===== src/rtl/aip_pkg.sv =====
// Shared constants for the AIP responder: register-select codes, STATUS layout, start-FSM encoding.
package aip_pkg;

  localparam logic [4:0] CODE_MEMX   = 5'd0;
  localparam logic [4:0] CODE_PTRX   = 5'd1;
  localparam logic [4:0] CODE_MEMY   = 5'd2;
  localparam logic [4:0] CODE_PTRY   = 5'd3;
  localparam logic [4:0] CODE_MEMZ   = 5'd4;
  localparam logic [4:0] CODE_PTRZ   = 5'd5;
  localparam logic [4:0] CODE_CFG    = 5'd6;
  localparam logic [4:0] CODE_PTRCFG = 5'd7;
  localparam logic [4:0] CODE_STATUS = 5'd30;
  localparam logic [4:0] CODE_IPID   = 5'd31;

  localparam int unsigned FLAG_DONE = 0;
  localparam int unsigned FLAG_ERR  = 1;

  localparam logic [1:0] ST_IDLE  = 2'd0;
  localparam logic [1:0] ST_PULSE = 2'd1;
  localparam logic [1:0] ST_WAIT  = 2'd2;

  function automatic logic code_mapped(input logic [4:0] code);
    return (code <= CODE_PTRCFG) || (code == CODE_STATUS) || (code == CODE_IPID);
  endfunction

endpackage


===== src/rtl/aip_status_reg.sv =====
// Interrupt mask, sticky event flags (W1C, set wins over clear) and registered active-low int_req.
module aip_status_reg
  import aip_pkg::*;
(
  input  logic       clk,
  input  logic       rst_a,
  input  logic       wr_en,
  input  logic [7:0] wr_mask,
  input  logic [7:0] wr_clr,
  input  logic [7:0] set_flags,
  output logic [7:0] mask,
  output logic [7:0] flags,
  output logic       int_req
);

  logic [7:0] mask_nxt;
  logic [7:0] flags_nxt;

  always_comb begin
    mask_nxt  = wr_en ? wr_mask : mask;
    flags_nxt = (wr_en ? (flags & ~wr_clr) : flags) | set_flags;
  end

  // int_req tracks the flag/mask pair being loaded so it never lags the STATUS view
  always_ff @(posedge clk or negedge rst_a) begin
    if (!rst_a) begin
      mask    <= '0;
      flags   <= '0;
      int_req <= 1'b1;
    end else begin
      mask    <= mask_nxt;
      flags   <= flags_nxt;
      int_req <= ~|(flags_nxt & mask_nxt);
    end
  end

endmodule


===== src/rtl/aip_responder_if.sv =====
// AIP host-bus responder: register/pointer decode, core memory ports, start handshake.
// Optional AIP_ERR_FLAG_EN: flags[1] records dropped starts and unmapped accesses.
module aip_responder_if
  import aip_pkg::*;
#(
  parameter int unsigned   DW    = 32,
  parameter int unsigned   AW    = 4,
  parameter int unsigned   CFG_W = 10,
  parameter logic [DW-1:0] IP_ID = 32'h1000500A
) (
  input  logic             clk,
  input  logic             rst_a,
  input  logic             en_s,
  input  logic [DW-1:0]    data_in,
  output logic [DW-1:0]    data_out,
  input  logic             write,
  input  logic             read,
  input  logic             start,
  input  logic [4:0]       conf_dbus,
  output logic             int_req,
  output logic             x_we,
  output logic             y_we,
  output logic [AW-1:0]    x_addr,
  output logic [AW-1:0]    y_addr,
  output logic [DW-1:0]    xy_wdata,
  output logic [AW-1:0]    z_addr,
  input  logic [DW-1:0]    z_rdata,
  output logic [CFG_W-1:0] cfg_size,
  output logic             core_start,
  input  logic             core_busy,
  input  logic             core_done
);

  logic          wr;
  logic          rd;
  logic          start_req;
  logic          start_acc;
  logic [AW-1:0] ptr_x;
  logic [AW-1:0] ptr_y;
  logic [AW-1:0] ptr_z;
  logic [1:0]    state;
  logic [7:0]    mask;
  logic [7:0]    flags;
  logic [7:0]    set_flags;
  logic [DW-1:0] rd_data;

  // a write in the same cycle as a read suppresses the read entirely
  assign wr        = en_s & write;
  assign rd        = en_s & read & ~write;
  assign start_req = en_s & start;
  assign start_acc = start_req && (state == ST_IDLE) && !core_busy;

  assign x_we       = wr && (conf_dbus == CODE_MEMX);
  assign y_we       = wr && (conf_dbus == CODE_MEMY);
  assign x_addr     = ptr_x;
  assign y_addr     = ptr_y;
  assign z_addr     = ptr_z;
  assign xy_wdata   = data_in;
  assign core_start = (state == ST_PULSE);

  always_ff @(posedge clk or negedge rst_a) begin
    if (!rst_a) begin
      ptr_x    <= '0;
      ptr_y    <= '0;
      ptr_z    <= '0;
      cfg_size <= '0;
    end else if (wr) begin
      case (conf_dbus)
        CODE_MEMX: ptr_x    <= ptr_x + 1'b1;
        CODE_PTRX: ptr_x    <= data_in[AW-1:0];
        CODE_MEMY: ptr_y    <= ptr_y + 1'b1;
        CODE_PTRY: ptr_y    <= data_in[AW-1:0];
        CODE_PTRZ: ptr_z    <= data_in[AW-1:0];
        CODE_CFG:  cfg_size <= data_in[CFG_W-1:0];
        default: ;
      endcase
    end else if (rd && (conf_dbus == CODE_MEMZ)) begin
      ptr_z <= ptr_z + 1'b1;
    end
  end

  always_comb begin
    rd_data = '0;
    case (conf_dbus)
      CODE_MEMZ:   rd_data = z_rdata;
      CODE_PTRX:   rd_data[AW-1:0] = ptr_x;
      CODE_PTRY:   rd_data[AW-1:0] = ptr_y;
      CODE_PTRZ:   rd_data[AW-1:0] = ptr_z;
      CODE_CFG:    rd_data[CFG_W-1:0] = cfg_size;
      CODE_STATUS: rd_data[31:0] = {8'd0, mask, 7'd0, core_busy, flags};
      CODE_IPID:   rd_data = IP_ID;
      default: ;
    endcase
  end

  always_ff @(posedge clk or negedge rst_a) begin
    if (!rst_a)
      data_out <= '0;
    else if (rd)
      data_out <= rd_data;
  end

  always_ff @(posedge clk or negedge rst_a) begin
    if (!rst_a) begin
      state <= ST_IDLE;
    end else begin
      case (state)
        ST_IDLE:  if (start_acc) state <= ST_PULSE;
        ST_PULSE: state <= ST_WAIT;
        ST_WAIT:  if (core_done) state <= ST_IDLE;
        default:  state <= ST_IDLE;
      endcase
    end
  end

`ifdef AIP_ERR_FLAG_EN
  logic err_evt;
  assign err_evt   = (start_req & ~start_acc)
                   | (en_s & (write | read) & ~code_mapped(conf_dbus));
  assign set_flags = {6'd0, err_evt, core_done};
`else
  assign set_flags = {7'd0, core_done};
`endif

  aip_status_reg u_status (
    .clk       (clk),
    .rst_a     (rst_a),
    .wr_en     (wr && (conf_dbus == CODE_STATUS)),
    .wr_mask   (data_in[23:16]),
    .wr_clr    (data_in[7:0]),
    .set_flags (set_flags),
    .mask      (mask),
    .flags     (flags),
    .int_req   (int_req)
  );

endmodule

===== config.mk =====
export PLATFORM = sky130hd
export DESIGN_NAME = aip_responder_if
export DESIGN_NICKNAME = d
export VERILOG_FILES = /design/src/rtl/aip_pkg.sv /design/src/rtl/aip_status_reg.sv /design/src/rtl/aip_responder_if.sv
export SDC_FILE = /design/constraint.sdc
export NUM_CORES = 1
export LEC_CHECK = 0
export CAP_MARGIN = 20
export CORE_MARGIN = 1
export CORE_UTILIZATION = 50
export DETAILED_ROUTE_END_ITERATION = 6
export DONT_BUFFER_PORTS = 1
export HOLD_SLACK_MARGIN = 0.03
export SYNTH_ARGS = -nofsm -noshare
export SYNTH_HDL_FRONTEND = slang
export SYNTH_SLANG_ARGS = --single-unit
export TNS_END_PERCENT = 1

===== constraint.sdc =====
create_clock -name clk -period 1.8 [get_ports clk]
set_input_delay 0.09 -clock clk [delete_from_list [all_inputs] [get_ports clk]]
set_output_delay 0.09 -clock clk [all_outputs]
set_load 0.005 [all_outputs]

==> results.md <==
- The count of yosys warnings during synthesis is 0.
- The parity-gate share of the synthesized area counting xor and xnor cells is 0.
- The die covers roughly 8200 um2.
- The combinational group share of total power is 0.116.
- The width of the die is 90.6 um.
- Entering global routing, the biggest net connects 74 pins.
- The maximum clock frequency is 622 MHz.
- The commonest non-fill, non-tap cell in the layout is nand2_1.
- In this run the tightest slew margin relative to its limit is 0.632.
- Relative to the synthesized area, the layout overhead comes to 15.9%.
- The multiplexer area fraction after synthesis is 0.0673.
- After clock tree synthesis, the clock-pin slew on the worst setup and hold paths is 0.08 ns.
- The number of global-route vias before repair was 3,296.
- The floorplan has 31 rows.
- The leftover overflow at the end of global routing is 0.
- The count of endpoints failing hold in the final timing report is 0.
- Power spread over the standard cell area amounts to 832 nW/um2.
- Setup total negative slack on the finished layout was measured at 0 ns.
- The complex-gate fraction of the synthesized area is 0.158.
- Of the total synthesized cell area, the portion taken by AND, OR, NAND and NOR gates is 0.204.
- Once layout is complete, the utilization of the core stands at 0.614.
- The post-synthesis net count is 484.
- The worst hold path belongs to the class in -> reg.
- The signal arrival time at the worst endpoint is 1.81 ns.
- The placeable core region is 7410 um2.
- The later-pin clock latency in the skew report is 0.34 ns.
- The post-cts sizing count is 0.
- The number of setup violations in the final report is 0.
- After filler insertion, the fill cell instance count of the layout stands at 650.
- The clock share of power is 0.378.
- Routability-driven placement finished with a final weighted congestion of 0.856.
- Across the VDD grid, the largest voltage drop is 0.391 mV.
- The tool flagged a number of max-cap violations equal to 0.
- The H-tree generated during clock tree synthesis spans 3 levels.
- Of the total synthesized cell area, the portion taken by full adders, half adders and majority gates is 0.00956.
- Dividing the detail-routed wire length by the instance count gives 20.6 um.
- The total wire length is 10,900 um.
- The net switching component of the power is 982 uW.
- The critical-path maximum fanout is 4.
- The max-slew violation total from the final report is 0.
- The most used flip-flop cell after synthesis is dfrtp_1.
- The slew at the pin with the worst max-slew slack is 0.538 ns.
- The number of instances in the synthesized netlist is 404.
- The register share of total power is 0.506.
- The number of synthesized register bits is 73.
- In the synthesized netlist the async set-or-reset flop fraction comes to 1.00.
- The count of distinct cell types in the synthesized netlist is 59.
- Counting every sink on the clock net gives 73.
- The first-pass detailed-route iteration total is 4.
- The critical path goes through nor4b_1 > o211a_1 > a2111oi_0 > o21ai_0.
- The delay of the slowest cell on the worst path is 0.52 ns.
- The period utilization is 0.893.
- The routed layout has 3,182 vias.
- In this run, synthesis inferred 0 flip-flops with an integrated enable.
- Between clock sinks in the finished design, the worst skew comes to 0.00509 ns.
- After legalization and detailed placement, the total HPWL measured 7210 um.
- The share of the Yosys chip area taken by registers is 0.466.
- In this run the vertical extent of the chip is 90.6 um.
- The routed via count divided by cell count is 6.02.
- In this run the clock root is driven by a clkbuf_8.
- The global-route usage over all layers is 0.279.
- The detailed router finished its first iteration with about 240 violations.
- In this run the tool buffered the top-level ports with 0 buffer cells.
- The synthesized area is 3930 um2.
- The total number of nets in the final design is between 500 and 600.
- The proportion of total power due to net switching is 0.259.
- The wire length of the first global-routing pass is about 18,000 um.
- TritonCTS built the clock tree.
- The share of post-route cells with drive strength above 1 is 0.109.
- Cell internal power was estimated by the tool at 2810 uW.
- The top-level port count is ~170.
- The number of antenna diodes in the final layout is 0.
- The data required time at the worst endpoint is around 2.0 ns.
- The post-route total power is about 3800 uW.
- In the layout the commonest cells are 80 x nand2_1, 72 x dfrtp_1, 57 x dlygate4sd3_1.
- A synthesized cell averages between 9 and 10 um2.
- The initial core utilization is 0.530.
- The worst path in the final design needs a cycle of 1.61 ns, including I/O delays and setup.
- Setup repair after global routing left no endpoint under its margin.
- The number of CTS-inserted buffers is 9.
- STA classifies the critical path startpoint as a register.
- The number of antenna violations at the first check in global routing came to 0.
- STA classifies the critical path endpoint as a register.
- The main combinational cell family by area after synthesis is simple AND/OR/NAND/NOR gates.
- After detailed routing, the number of remaining DRC violations is 0.
- The startpoint-to-endpoint class of the critical path is reg -> reg.
- The number of routed nets with antenna violations is 0.
- The flow ran to the end, and the final reports show no timing, DRC or antenna violations.
- The reported leakage power is approximately 0.0021 uW.
- The cell type of the slowest stage on the worst timing path is a2111oi_0.
- The maximum count of clock buffers along a single path is 2.
## repair_timing
item,CTS,global route
endpoints found under the hold margin,143,0
hold buffers,58,0
setup buffers,0,0
## flip-flops by register name (all words and copies together) (netlist names)
signal	flops
cfg_size	10
data_out	32
state	2
u_status.flags	8
u_status.int_req	1
u_status.mask	8
x_addr	4
y_addr	4
z_addr	4
## path summary, 6_finish.rpt
path,startpoint,endpoint,slack [ns],cells past startpoint
worst max-delay path,z_addr[3]$_DFFE_PN0P_,data_out[3]$_DFFE_PN0P_,0.19,4
worst min-delay path,conf_dbus[1],y_addr[3]$_DFFE_PN0P_,0.05,3
worst max register to register,z_addr[3]$_DFFE_PN0P_,data_out[3]$_DFFE_PN0P_,0.19,4
worst min register to register,data_out[13]$_DFFE_PN0P_,data_out[13]$_DFFE_PN0P_,0.50,2
max in group asynchronous,rst_a,u_status.int_req$_DFF_PN1_,1.17,2
min in group asynchronous,rst_a,z_addr[3]$_DFFE_PN0P_,0.27,2
## power groups by stage
stage	Clock [uW]	Combinational (uW)	Sequential (uW)
floorplan	0	321	1890
global placement	0	270	1950
detailed placement	0	280	1950
CTS	1460	439	1920
global route	1540	496	1940
finish	1430	439	1920
## area by class of cell
class                      instances  area [um2]  area share
clock buffer                      11         141      0.0311
clock inverter                     4        76.3      0.0168
inverter                           2        7.51     0.00165
multi-input combinational        275        1720       0.379
sequential                        73        1830       0.402
tap                               99         124      0.0272
timing repair buffer              65         651       0.143
## kinds of logic after synthesis
logic type,Yosys count
fa+ha+maj,3
simple gates,155
compound gates,92
buf+inv,56
mux,25
flops,73
## Yosys cell counts (6+ instances only)
library cell / count / area share
nand3_1: 18 / 0.023
nand2_1: 80 / 0.077
a21boi_0: 9 / 0.017
o21ai_0: 27 / 0.034
and3_1: 9 / 0.014
buf_4: 34 / 0.065
a22oi_1: 10 / 0.019
dfrtp_1: 72 / 0.46
clkbuf_1: 6 / 0.0057
mux2_2: 11 / 0.032
mux2i_1: 14 / 0.036
a21oi_1: 13 / 0.017
buf_2: 9 / 0.011
a221oi_1: 8 / 0.018
nor2_1: 16 / 0.015
## through the flow
step / cells / worst slack [ns] / hold slack [ns] / cell area, um2
final: 529 / 0.192 / 0.0477 / 4550
after global routing: 529 / 0.107 / 0.0588 / 4550
after CTS: 529 / 0.248 / 0.0326 / 4550
after detailed placement: 456 / 0.268 / -0.203 / 3730
after global placement: 456 / 0.295 / -0.204 / 3730
after floorplan: 404 / 0.432 / -0.206 / 3930
## critical path: cells and delay by family, from the launching register on
kind,cells,cell delay [ns]
AOI/OAI and AO/OA,3,0.87
and+or+nand+nor,1,0.17
DFF,1,0.43
## layer usage
layer | track usage | vias up | wire, um
li1 | - | 1450 | -
met1 | 0.370 | 1562 | 4770
met2 | 0.432 | 145 | 5000
met3 | 0.0741 | 25 | 908
met4 | 0.112 | 0 | 240
met5 | 0 | - | 0
Power figures use the tool's default switching activity.
